$ cat src/rtl/mem_stage_lsu.sv
// MEM pipeline stage with a req/gnt/rvalid data-memory port. Misaligned
// accesses become two word-aligned beats; load data is realigned and extended.
module mem_stage_lsu #(
  parameter int XLEN             = 32,
  parameter int ADDR_W           = 32,
  parameter int ALLOW_MISALIGNED = 1
) (
  input  logic                clk,
  input  logic                Rst,
  input  logic                dbg,
  input  logic                ex_valid,
  output logic                ex_ready,
  input  logic [ADDR_W-1:0]   ex_addr,
  input  logic [XLEN-1:0]     ex_wdata,
  input  logic                fwd_en,
  input  logic [XLEN-1:0]     fwd_data,
  input  logic [4:0]          ex_rd,
  input  logic                ex_regwrite,
  input  logic                ex_memread,
  input  logic                ex_memwrite,
  input  logic [1:0]          ex_size,
  input  logic                ex_unsigned,
  output logic                mem_req,
  input  logic                mem_gnt,
  output logic                mem_we,
  output logic [XLEN/8-1:0]   mem_be,
  output logic [ADDR_W-1:0]   mem_addr,
  output logic [XLEN-1:0]     mem_wdata,
  input  logic                mem_rvalid,
  input  logic [XLEN-1:0]     mem_rdata,
  output logic                wb_valid,
  output logic                wb_regwrite,
  output logic                wb_memread,
  output logic [4:0]          wb_rd,
  output logic [ADDR_W-1:0]   wb_alures,
  output logic [XLEN-1:0]     wb_memres,
  output logic                wb_err
);
  localparam int NB   = XLEN / 8;
  localparam int OFFW = $clog2(NB);
  localparam int LW   = 2 * NB;

  typedef enum logic [2:0] {IDLE, REQ0, RSP0, REQ1, RSP1, HOLD} state_t;

  function automatic logic [XLEN-1:0] rotl_bytes(input logic [XLEN-1:0] d,
                                                 input logic [OFFW-1:0] sh);
    logic [2*XLEN-1:0] dd;
    dd = {d, d} << {sh, 3'b000};
    return dd[2*XLEN-1:XLEN];
  endfunction

  function automatic logic [XLEN-1:0] rotr_bytes(input logic [XLEN-1:0] d,
                                                 input logic [OFFW-1:0] sh);
    logic [2*XLEN-1:0] dd;
    dd = {d, d} >> {sh, 3'b000};
    return dd[XLEN-1:0];
  endfunction

  function automatic logic [XLEN-1:0] extend(input logic [XLEN-1:0] d,
                                             input logic [1:0] sz, input logic uns);
    logic [XLEN-1:0] m;
    logic            s;
    case (sz)
      2'd0:    begin m = XLEN'(8'hFF);         s = d[7];      end
      2'd1:    begin m = XLEN'(16'hFFFF);      s = d[15];     end
      2'd2:    begin m = XLEN'(32'hFFFF_FFFF); s = d[31];     end
      default: begin m = '1;                   s = d[XLEN-1]; end
    endcase
    return (d & m) | ({XLEN{s & ~uns}} & ~m);
  endfunction

  state_t            state_q, state_d;
  logic              mem_req_q, mem_req_d, mem_we_q, mem_we_d;
  logic [NB-1:0]     mem_be_q, mem_be_d, be1_q, be1_d;
  logic [ADDR_W-1:0] mem_addr_q, mem_addr_d, addr_q, addr_d;
  logic [XLEN-1:0]   mem_wdata_q, mem_wdata_d, buf0_q, buf0_d, res_q, res_d;
  logic [OFFW-1:0]   off_q, off_d;
  logic [1:0]        size_q, size_d;
  logic              uns_q, uns_d, split_q, split_d, regwrite_q, regwrite_d;
  logic              memread_q, memread_d;
  logic [4:0]        rd_q, rd_d, wb_rd_q, wb_rd_d;
  logic              wb_valid_q, wb_valid_d, wb_regwrite_q, wb_regwrite_d;
  logic              wb_memread_q, wb_memread_d, wb_err_q, wb_err_d;
  logic [ADDR_W-1:0] wb_alures_q, wb_alures_d;
  logic [XLEN-1:0]   wb_memres_q, wb_memres_d;

  logic [OFFW-1:0]   ex_off, ex_nbm1;
  logic [LW-1:0]     ex_lanes;
  logic              ex_mem, ex_err;
  logic [XLEN-1:0]   hi_lanes, assembled, load_res;
  logic              final_beat, do_ret;
  logic [XLEN-1:0]   ret_res;

  // Decode of the incoming op: lane mask spanning up to two words, error check
  always_comb begin
    ex_off = ex_addr[OFFW-1:0];
    case (ex_size)
      2'd0:    begin ex_lanes = LW'(1);     ex_nbm1 = '0;         end
      2'd1:    begin ex_lanes = LW'(3);     ex_nbm1 = OFFW'(1);   end
      2'd2:    begin ex_lanes = LW'(15);    ex_nbm1 = OFFW'(3);   end
      default: begin ex_lanes = LW'(8'hFF); ex_nbm1 = OFFW'(3'd7); end
    endcase
    ex_lanes = ex_lanes << ex_off;
    ex_mem   = ex_memread | ex_memwrite;
    ex_err   = ex_mem && ((ex_size == 2'd3 && XLEN == 32) ||
                          (ALLOW_MISALIGNED == 0 && (|(ex_off & ex_nbm1))));
  end

  // Lanes at or above the offset come from beat0 on a split load
  always_comb begin
    hi_lanes  = {XLEN{1'b1}} << {off_q, 3'b000};
    assembled = split_q ? ((buf0_q & hi_lanes) | (mem_rdata & ~hi_lanes)) : mem_rdata;
    load_res  = memread_q ? extend(rotr_bytes(assembled, off_q), size_q, uns_q) : '0;
  end

  assign ex_ready = (state_q == IDLE) && !dbg;

  always_comb begin
    state_d = state_q;         mem_req_d = mem_req_q;     mem_we_d = mem_we_q;
    mem_be_d = mem_be_q;       mem_addr_d = mem_addr_q;   mem_wdata_d = mem_wdata_q;
    be1_d = be1_q;             addr_d = addr_q;           buf0_d = buf0_q;
    res_d = res_q;             off_d = off_q;             size_d = size_q;
    uns_d = uns_q;             split_d = split_q;         regwrite_d = regwrite_q;
    memread_d = memread_q;     rd_d = rd_q;               wb_rd_d = wb_rd_q;
    wb_regwrite_d = wb_regwrite_q;  wb_memread_d = wb_memread_q;  wb_err_d = wb_err_q;
    wb_alures_d = wb_alures_q; wb_memres_d = wb_memres_q;
    wb_valid_d = 1'b0;
    final_beat = 1'b0;
    do_ret     = 1'b0;
    ret_res    = '0;
    case (state_q)
      IDLE: if (ex_valid && ex_ready) begin
        if (!ex_mem || ex_err) begin
          wb_valid_d    = 1'b1;
          wb_regwrite_d = ex_regwrite && !ex_err;
          wb_memread_d  = ex_memread;
          wb_rd_d       = ex_rd;
          wb_alures_d   = ex_addr;
          wb_memres_d   = '0;
          wb_err_d      = ex_err;
        end else begin
          state_d     = REQ0;
          mem_req_d   = 1'b1;
          mem_we_d    = ex_memwrite;
          mem_addr_d  = {ex_addr[ADDR_W-1:OFFW], {OFFW{1'b0}}};
          mem_be_d    = ex_lanes[NB-1:0];
          mem_wdata_d = rotl_bytes(fwd_en ? fwd_data : ex_wdata, ex_off);
          be1_d       = ex_lanes[LW-1:NB];
          split_d     = |ex_lanes[LW-1:NB];
          off_d       = ex_off;
          size_d      = ex_size;
          uns_d       = ex_unsigned;
          rd_d        = ex_rd;
          regwrite_d  = ex_regwrite;
          memread_d   = ex_memread;
          addr_d      = ex_addr;
        end
      end
      REQ0: if (mem_gnt) begin mem_req_d = 1'b0; state_d = RSP0; end
      RSP0: if (mem_rvalid) begin
        if (split_q) begin
          buf0_d     = mem_rdata;
          mem_req_d  = 1'b1;
          mem_addr_d = mem_addr_q + ADDR_W'(NB);
          mem_be_d   = be1_q;
          state_d    = REQ1;
        end else begin
          final_beat = 1'b1;
        end
      end
      REQ1: if (mem_gnt) begin mem_req_d = 1'b0; state_d = RSP1; end
      RSP1: if (mem_rvalid) final_beat = 1'b1;
      HOLD: if (!dbg) begin do_ret = 1'b1; ret_res = res_q; state_d = IDLE; end
      default: state_d = IDLE;
    endcase
    // Debug freeze parks a finished result instead of retiring it
    if (final_beat) begin
      if (dbg) begin
        res_d   = load_res;
        state_d = HOLD;
      end else begin
        do_ret  = 1'b1;
        ret_res = load_res;
        state_d = IDLE;
      end
    end
    if (do_ret) begin
      wb_valid_d    = 1'b1;
      wb_regwrite_d = regwrite_q;
      wb_memread_d  = memread_q;
      wb_rd_d       = rd_q;
      wb_alures_d   = addr_q;
      wb_memres_d   = ret_res;
      wb_err_d      = 1'b0;
    end
  end

  always_ff @(posedge clk or negedge Rst) begin
    if (!Rst) begin
      state_q <= IDLE;       mem_req_q <= 1'b0;    mem_we_q <= 1'b0;
      mem_be_q <= '0;        mem_addr_q <= '0;     mem_wdata_q <= '0;
      be1_q <= '0;           addr_q <= '0;         buf0_q <= '0;
      res_q <= '0;           off_q <= '0;          size_q <= '0;
      uns_q <= 1'b0;         split_q <= 1'b0;      regwrite_q <= 1'b0;
      memread_q <= 1'b0;     rd_q <= '0;           wb_rd_q <= '0;
      wb_valid_q <= 1'b0;    wb_regwrite_q <= 1'b0; wb_memread_q <= 1'b0;
      wb_err_q <= 1'b0;      wb_alures_q <= '0;    wb_memres_q <= '0;
    end else begin
      state_q <= state_d;    mem_req_q <= mem_req_d;   mem_we_q <= mem_we_d;
      mem_be_q <= mem_be_d;  mem_addr_q <= mem_addr_d; mem_wdata_q <= mem_wdata_d;
      be1_q <= be1_d;        addr_q <= addr_d;         buf0_q <= buf0_d;
      res_q <= res_d;        off_q <= off_d;           size_q <= size_d;
      uns_q <= uns_d;        split_q <= split_d;       regwrite_q <= regwrite_d;
      memread_q <= memread_d; rd_q <= rd_d;            wb_rd_q <= wb_rd_d;
      wb_valid_q <= wb_valid_d;       wb_regwrite_q <= wb_regwrite_d;
      wb_memread_q <= wb_memread_d;   wb_err_q <= wb_err_d;
      wb_alures_q <= wb_alures_d;     wb_memres_q <= wb_memres_d;
    end
  end

  assign mem_req     = mem_req_q;
  assign mem_we      = mem_we_q;
  assign mem_be      = mem_be_q;
  assign mem_addr    = mem_addr_q;
  assign mem_wdata   = mem_wdata_q;
  assign wb_valid    = wb_valid_q;
  assign wb_regwrite = wb_regwrite_q;
  assign wb_memread  = wb_memread_q;
  assign wb_rd       = wb_rd_q;
  assign wb_alures   = wb_alures_q;
  assign wb_memres   = wb_memres_q;
  assign wb_err      = wb_err_q;

endmodule

$ cat config.mk
export PLATFORM = sky130hd
export DESIGN_NAME = mem_stage_lsu
export DESIGN_NICKNAME = d
export VERILOG_FILES = /design/src/rtl/mem_stage_lsu.sv
export SDC_FILE = /design/constraint.sdc
export NUM_CORES = 1
export LEC_CHECK = 0
export CAP_MARGIN = 15
export CORE_ASPECT_RATIO = 0.8
export CORE_MARGIN = 1.5
export CORE_UTILIZATION = 56
export DETAILED_ROUTE_END_ITERATION = 7
export PLACE_DENSITY = 0.86
export SLEW_MARGIN = 40
export SYNTH_ARGS = -nofsm -noshare
export SYNTH_HDL_FRONTEND = slang
export SYNTH_SLANG_ARGS = --single-unit
$ cat constraint.sdc
create_clock -name clk -period 5.1 [get_ports clk]
set_input_delay 1.02 -clock clk [delete_from_list [all_inputs] [get_ports clk]]
set_output_delay 1.02 -clock clk [all_outputs]
set_load 0.005 [all_outputs]
* Word-level counts from Yosys, hierarchy flattened
Cells that the tools add are included.
** Word-level totals
- Register bits :: 259
- Bits in latches :: 0
- Bits in writable memories :: 0
- ROM bits :: 0
- Bits of input ports :: 146
- Output and inout bits :: 144
- Word-level logic and storage cells :: 160
- Memories kept :: 0
** Operators by class
- Add/subtract/negate cells :: 1
- Multipliers :: 0
- Div/mod/pow operators :: 0
- Magnitude comparators :: 0
- Equal/unequal tests :: 22
- Shift operators :: 4
- Multiplexer cells :: 72
- Bitwise operators :: 12
- Reductions and logical operators :: 25
** Operators by type and width (number)
- 32-bit 2-to-1 mux :: 19
- 32-bit bitwise AND :: 4
- 32-bit case mux with 2 select lines :: 2
- 32-bit NOT :: 2
- 32-bit OR :: 2
- 64-bit by 5-bit left shift with 64-bit output :: 1
- 64-bit by 5-bit >> shifter with 32-bit output :: 1
- 32-bit by 3-bit adder with 32-bit output, second input constant :: 1
- 32-bit by 5-bit left shift with 32-bit output, first input constant :: 1
- 1-bit 2-to-1 mux :: 28
- 3-bit 2-to-1 mux :: 9
- 8-bit case mux with 3 select lines :: 1
- 5-bit 2-to-1 mux :: 4
- 3-bit != test, second input constant :: 6
- 3-bit case mux with 6 select lines :: 1
- 4-bit 2-to-1 mux :: 4
- 3-bit AND reduction :: 3
- 2-bit != test, second input constant :: 4
- 4-bit case mux with 2 select lines :: 1
- 8-bit AND reduction :: 1
- 2-bit nonzero test :: 4
- 8-bit by 2-bit left shift with 8-bit output :: 1
- 3-bit by 2-bit equality test with 1-bit output, second input constant :: 2
- 3-bit equality test, second input constant :: 2
- 21 further kinds :: 32

* Depth between registers and ports, before layout
- Word-level depth :: 14
- Depth in mapped cells :: 9
- Mapped depth without buffers :: 6

* Least setup slack after synthesis
No wires, ideal clock.
- Path type :: input-to-reg
- From :: input dbg
- To :: register wb_memres_q[5], in the netlist wb_memres[5]
- Library setup time :: 0.118 ns
- Arrival :: 2.716 ns
- Data required time :: 4.982 ns
- Slack :: 2.266 ns
- Stages on the path :: 8
- Buffers on the path :: 3
- Cells stage by stage :: buf_6 or4_4 or3_1 clkbuf_1 o41a_4 buf_6 a22o_1 a21o_1
** Between the ends
- Longest elaborated chain between the ends :: 6
- Elaborated cells on any way between the ends :: 16
- Those cells by class :: mux: 9; reduce/logical: 7
** RTL lines
- from (decl) :: line 10 : input logic dbg,
- 1-bit 2-to-1 mux :: line 173 : HOLD: if (!dbg) begin do_ret = 1'b1; ret_res = res_q; state_d = IDLE; end
- 1-bit 2-to-1 mux :: line 131 : case (state_q)
- 1-bit 2-to-1 mux :: line 178 : if (dbg) begin
- 1-bit 2-to-1 mux :: line 177 : if (final_beat) begin
- 2-bit nonzero test (no source line)
- 3-bit AND reduction (no source line)
- to (signal assigned) :: line 217 : wb_alures_q <= wb_alures_d; wb_memres_q <= wb_memres_d;
- to (decl) :: line 85 : logic [XLEN-1:0] wb_memres_q, wb_memres_d;
Several ways; a longest one is shown, not always the timed one.
A chain may end at the register's enable or synchronous reset.

* Final worst setup path
- From :: input dbg
- To :: output ex_ready
** Between the ends
- Longest elaborated chain between the ends :: 2
** RTL lines
- 1-bit logical NOT
- 1-bit logical AND :: line 116 : assign ex_ready = (state_q == IDLE) && !dbg;
- to (decl) :: line 12 : output logic ex_ready,
No other way between the ends.

==> out/metrics.yaml <==
clock_network:
  post_cts_buffers: 0
  clk_latency_ns: 0.53
  clk_path_buf_depth: 3
  post_cts_resize_count: 0
  cts_made_buffers: 26
  cts.sinks: 255
  clkTransAtPathRegs_ns: 0.06
  cts_max_level: 1
  root_buffer: "clkbuf_16"
  cts_tree: "built"
  hold_buffers: 0
drt:
  route.detailed.drc: 0
  via_per_inst: 6.21
  dr.pass1.iters: 5
  routed_wl_um: 37400
  first_iter_violations: 1115
  num_vias: 11403
  ant_nets: 0
  wl_per_cell_um: 20.4
job:
  maxCapViolCount: 0
timing:
  slew_headroom: 0.430
  max_freq_ghz: 0.254
  final.min_clock_period_ns: 3.93
  setup_viol: 0
  drv_slew: 0
  clock_skew_ns: 0.0155
  fin_setup_tns_ns: 0
  hold_viol: 0
  worst_slew_pin_slew_ns: 0.855
  period_share: 0.771
  rsz0062_at_grt: "false"
  holdWs_ns: 0.436
hold_path:
  holdCritPathClass: "input port to asynchronous set/reset pin"
finish:
  final_common_cell: "clkdlybuf4s50_1"
  layout_common_cells: "clkdlybuf4s50_1 (283), dfrtp_1 (253), nand2_1 (232), o21ai_0 (147), mux2i_1 (81)"
  multiInputGateArea_sq_mm: 0.00654
  syn2layout_area_growth_pct: 29.3
  fillCellCount: 1593
  seq_area_sq_mm: 0.00639
  layout-drive-gt1-share: 0.130
  nNetsFinal: 1648
grt:
  grt_max_degree: 106
  antenna_found_initial: 3
  grt_pass1_wl_um: 59700
  first_global_vias: 11094
  track_usage: 0.304
  grt-ovfl-total: 0
setup_path:
  cp-end-kind: "primary output"
  path_max_fanout: 8
  critPathLaunchType: "input port"
  crit_arrival_ns: 2.91
  required_ns: 4.08
  critPathKind: "input port to primary output"
synth:
  synth.distinct_cells: 62
  synth.avg_cell_area_sq_um: 10.5
  async_flop_share: 1.00
  synth_seq_cells: 255
  netlist_area_sq_mm: 0.0134
  synth_cells: 1271
  ys_warn_count: 0
  synth_ff_type: "dfrtp_1"
  synth_edf_count: 0
  ys_seq_area_frac: 0.477
place:
  port_buffers: 287
  dp_hpwl_um: 26500
  gp_routability_congestion: 0.907
floorplanning:
  core-area_sq_mm: 0.0234
  die_h_um: 141
  die-area_sq_mm: 0.0248
  die_w_um: 176
  ios: 290
  rows: 50
  start_util: 0.572
power_and_ir_drop:
  p_leak_nw: 7.53
  total_power_mw: 9.63
  ir_drop_uv: 324
  powerDensity_mw_per_mm2: 557
outcome:
  outcome: "finished, final reports clean"
[area by class of cell]
type                       instances  area share
sequential                       255       0.369
antenna                            4    0.000579
inverter                          10     0.00217
clock inverter                     9     0.00601
clock buffer                      39      0.0457
tap                              312      0.0226
timing repair buffer             304       0.175
multi-input combinational        904       0.378
[logic make-up after synthesis]
family / Yosys count / synth area share
adder cells (fa/ha/maj): 1 / 0.000935
AO/OA/AOI/OAI: 317 / 0.146
multiplexers: 192 / 0.207
flip-flops: 255 / 0.477
buffers and inverters: 113 / 0.0374
AND/OR/NAND/NOR: 392 / 0.131
other: 1 / 0.000280
[synth_stat cells, drive strengths merged, types with 4 or more instances]
master / number / area, sq um
a211oi: 7 / 57.6
a21o: 10 / 75.1
a21oi: 44 / 220
a22o: 17 / 149
a22oi: 26 / 195
a31oi: 4 / 25.0
and2: 4 / 25.0
and3: 13 / 81.3
and4: 4 / 35.0
buf: 43 / 236
clkbuf: 60 / 226
dfrtp: 255 / 6380
inv: 10 / 37.5
mux2: 48 / 541
mux2i: 81 / 811
mux4: 63 / 1420
nand2: 232 / 871
nand2b: 19 / 119
nand3: 31 / 155
nand4: 9 / 56.3
nor2: 45 / 169
nor2b: 10 / 62.6
nor3: 9 / 45.0
nor4: 4 / 40.0
o211ai: 9 / 67.6
o21ai: 147 / 736
o22a: 5 / 43.8
o22ai: 19 / 119
o31ai: 7 / 52.6
[layer usage]
layer | up-vias | GRT usage | routed length (um) | part of all wire
met4 | 0 | 0.115 | 1300 | 0.035
li1 | 5114 | - | - | -
met5 | - | 0 | 0 | 0
met1 | 5664 | 0.415 | 15100 | 0.40
met3 | 87 | 0.0558 | 2920 | 0.078
met2 | 538 | 0.488 | 18100 | 0.48
[final timing paths]
check / start / to / slack (ns) / cells after the start
max in group asynchronous: Rst / wb_memres[23]$_DFFE_PN0P_ / 3.35 / 3
worst min-delay path: Rst / mem_wdata[31]$_DFFE_PN0P_ / 0.44 / 1
worst min register to register: addr_q[29]$_DFFE_PN0P_ / addr_q[29]$_DFFE_PN0P_ / 0.48 / 2
worst max register to register: state_q[1]$_DFFE_PN0P_ / mem_addr[2]$_DFFE_PN0P_ / 1.88 / 8
min in group clk: addr_q[29]$_DFFE_PN0P_ / addr_q[29]$_DFFE_PN0P_ / 0.48 / 2
worst max-delay path: dbg / ex_ready / 1.17 / 4
[registers in the layout (all words and copies together) (netlist names), 2 cells and up]
signal,count
addr_q,32
buf0_q,32
mem_wdata,32
res_q,32
wb_alures,32
wb_memres,32
mem_addr,30
rd_q,5
wb_rd,5
be1_q,4
mem_be,4
state_q,3
size_q,2
[through the flow]
stage / utilization / area (sq um) / worst slack (ns) / std cells
CTS: 0.738 / 17300 / 1.17 / 1833
global route: 0.739 / 17300 / 1.12 / 1836
finish: 0.739 / 17300 / 1.17 / 1837
detailed placement: 0.700 / 16400 / 1.06 / 1785
global placement: 0.698 / 16300 / 1.09 / 1784
floorplan: - / 13400 / 2.27 / 1272
[worst max-delay path: stages]
cell             delay, ns
clkdlybuf4s50_1       0.61
or4_4                 0.60
inv_2                 0.12
clkdlybuf4s50_1       0.56
[power breakdown]
| group | switching, mW | internal, mW |
|---|---|---|
| clock network | 0.806 | 1.17 |
| logic | 1.79 | 2.13 |
| registers | 0.805 | 2.92 |
| total | 3.40 | 6.23 |
Power figures use the tool's default switching activity.
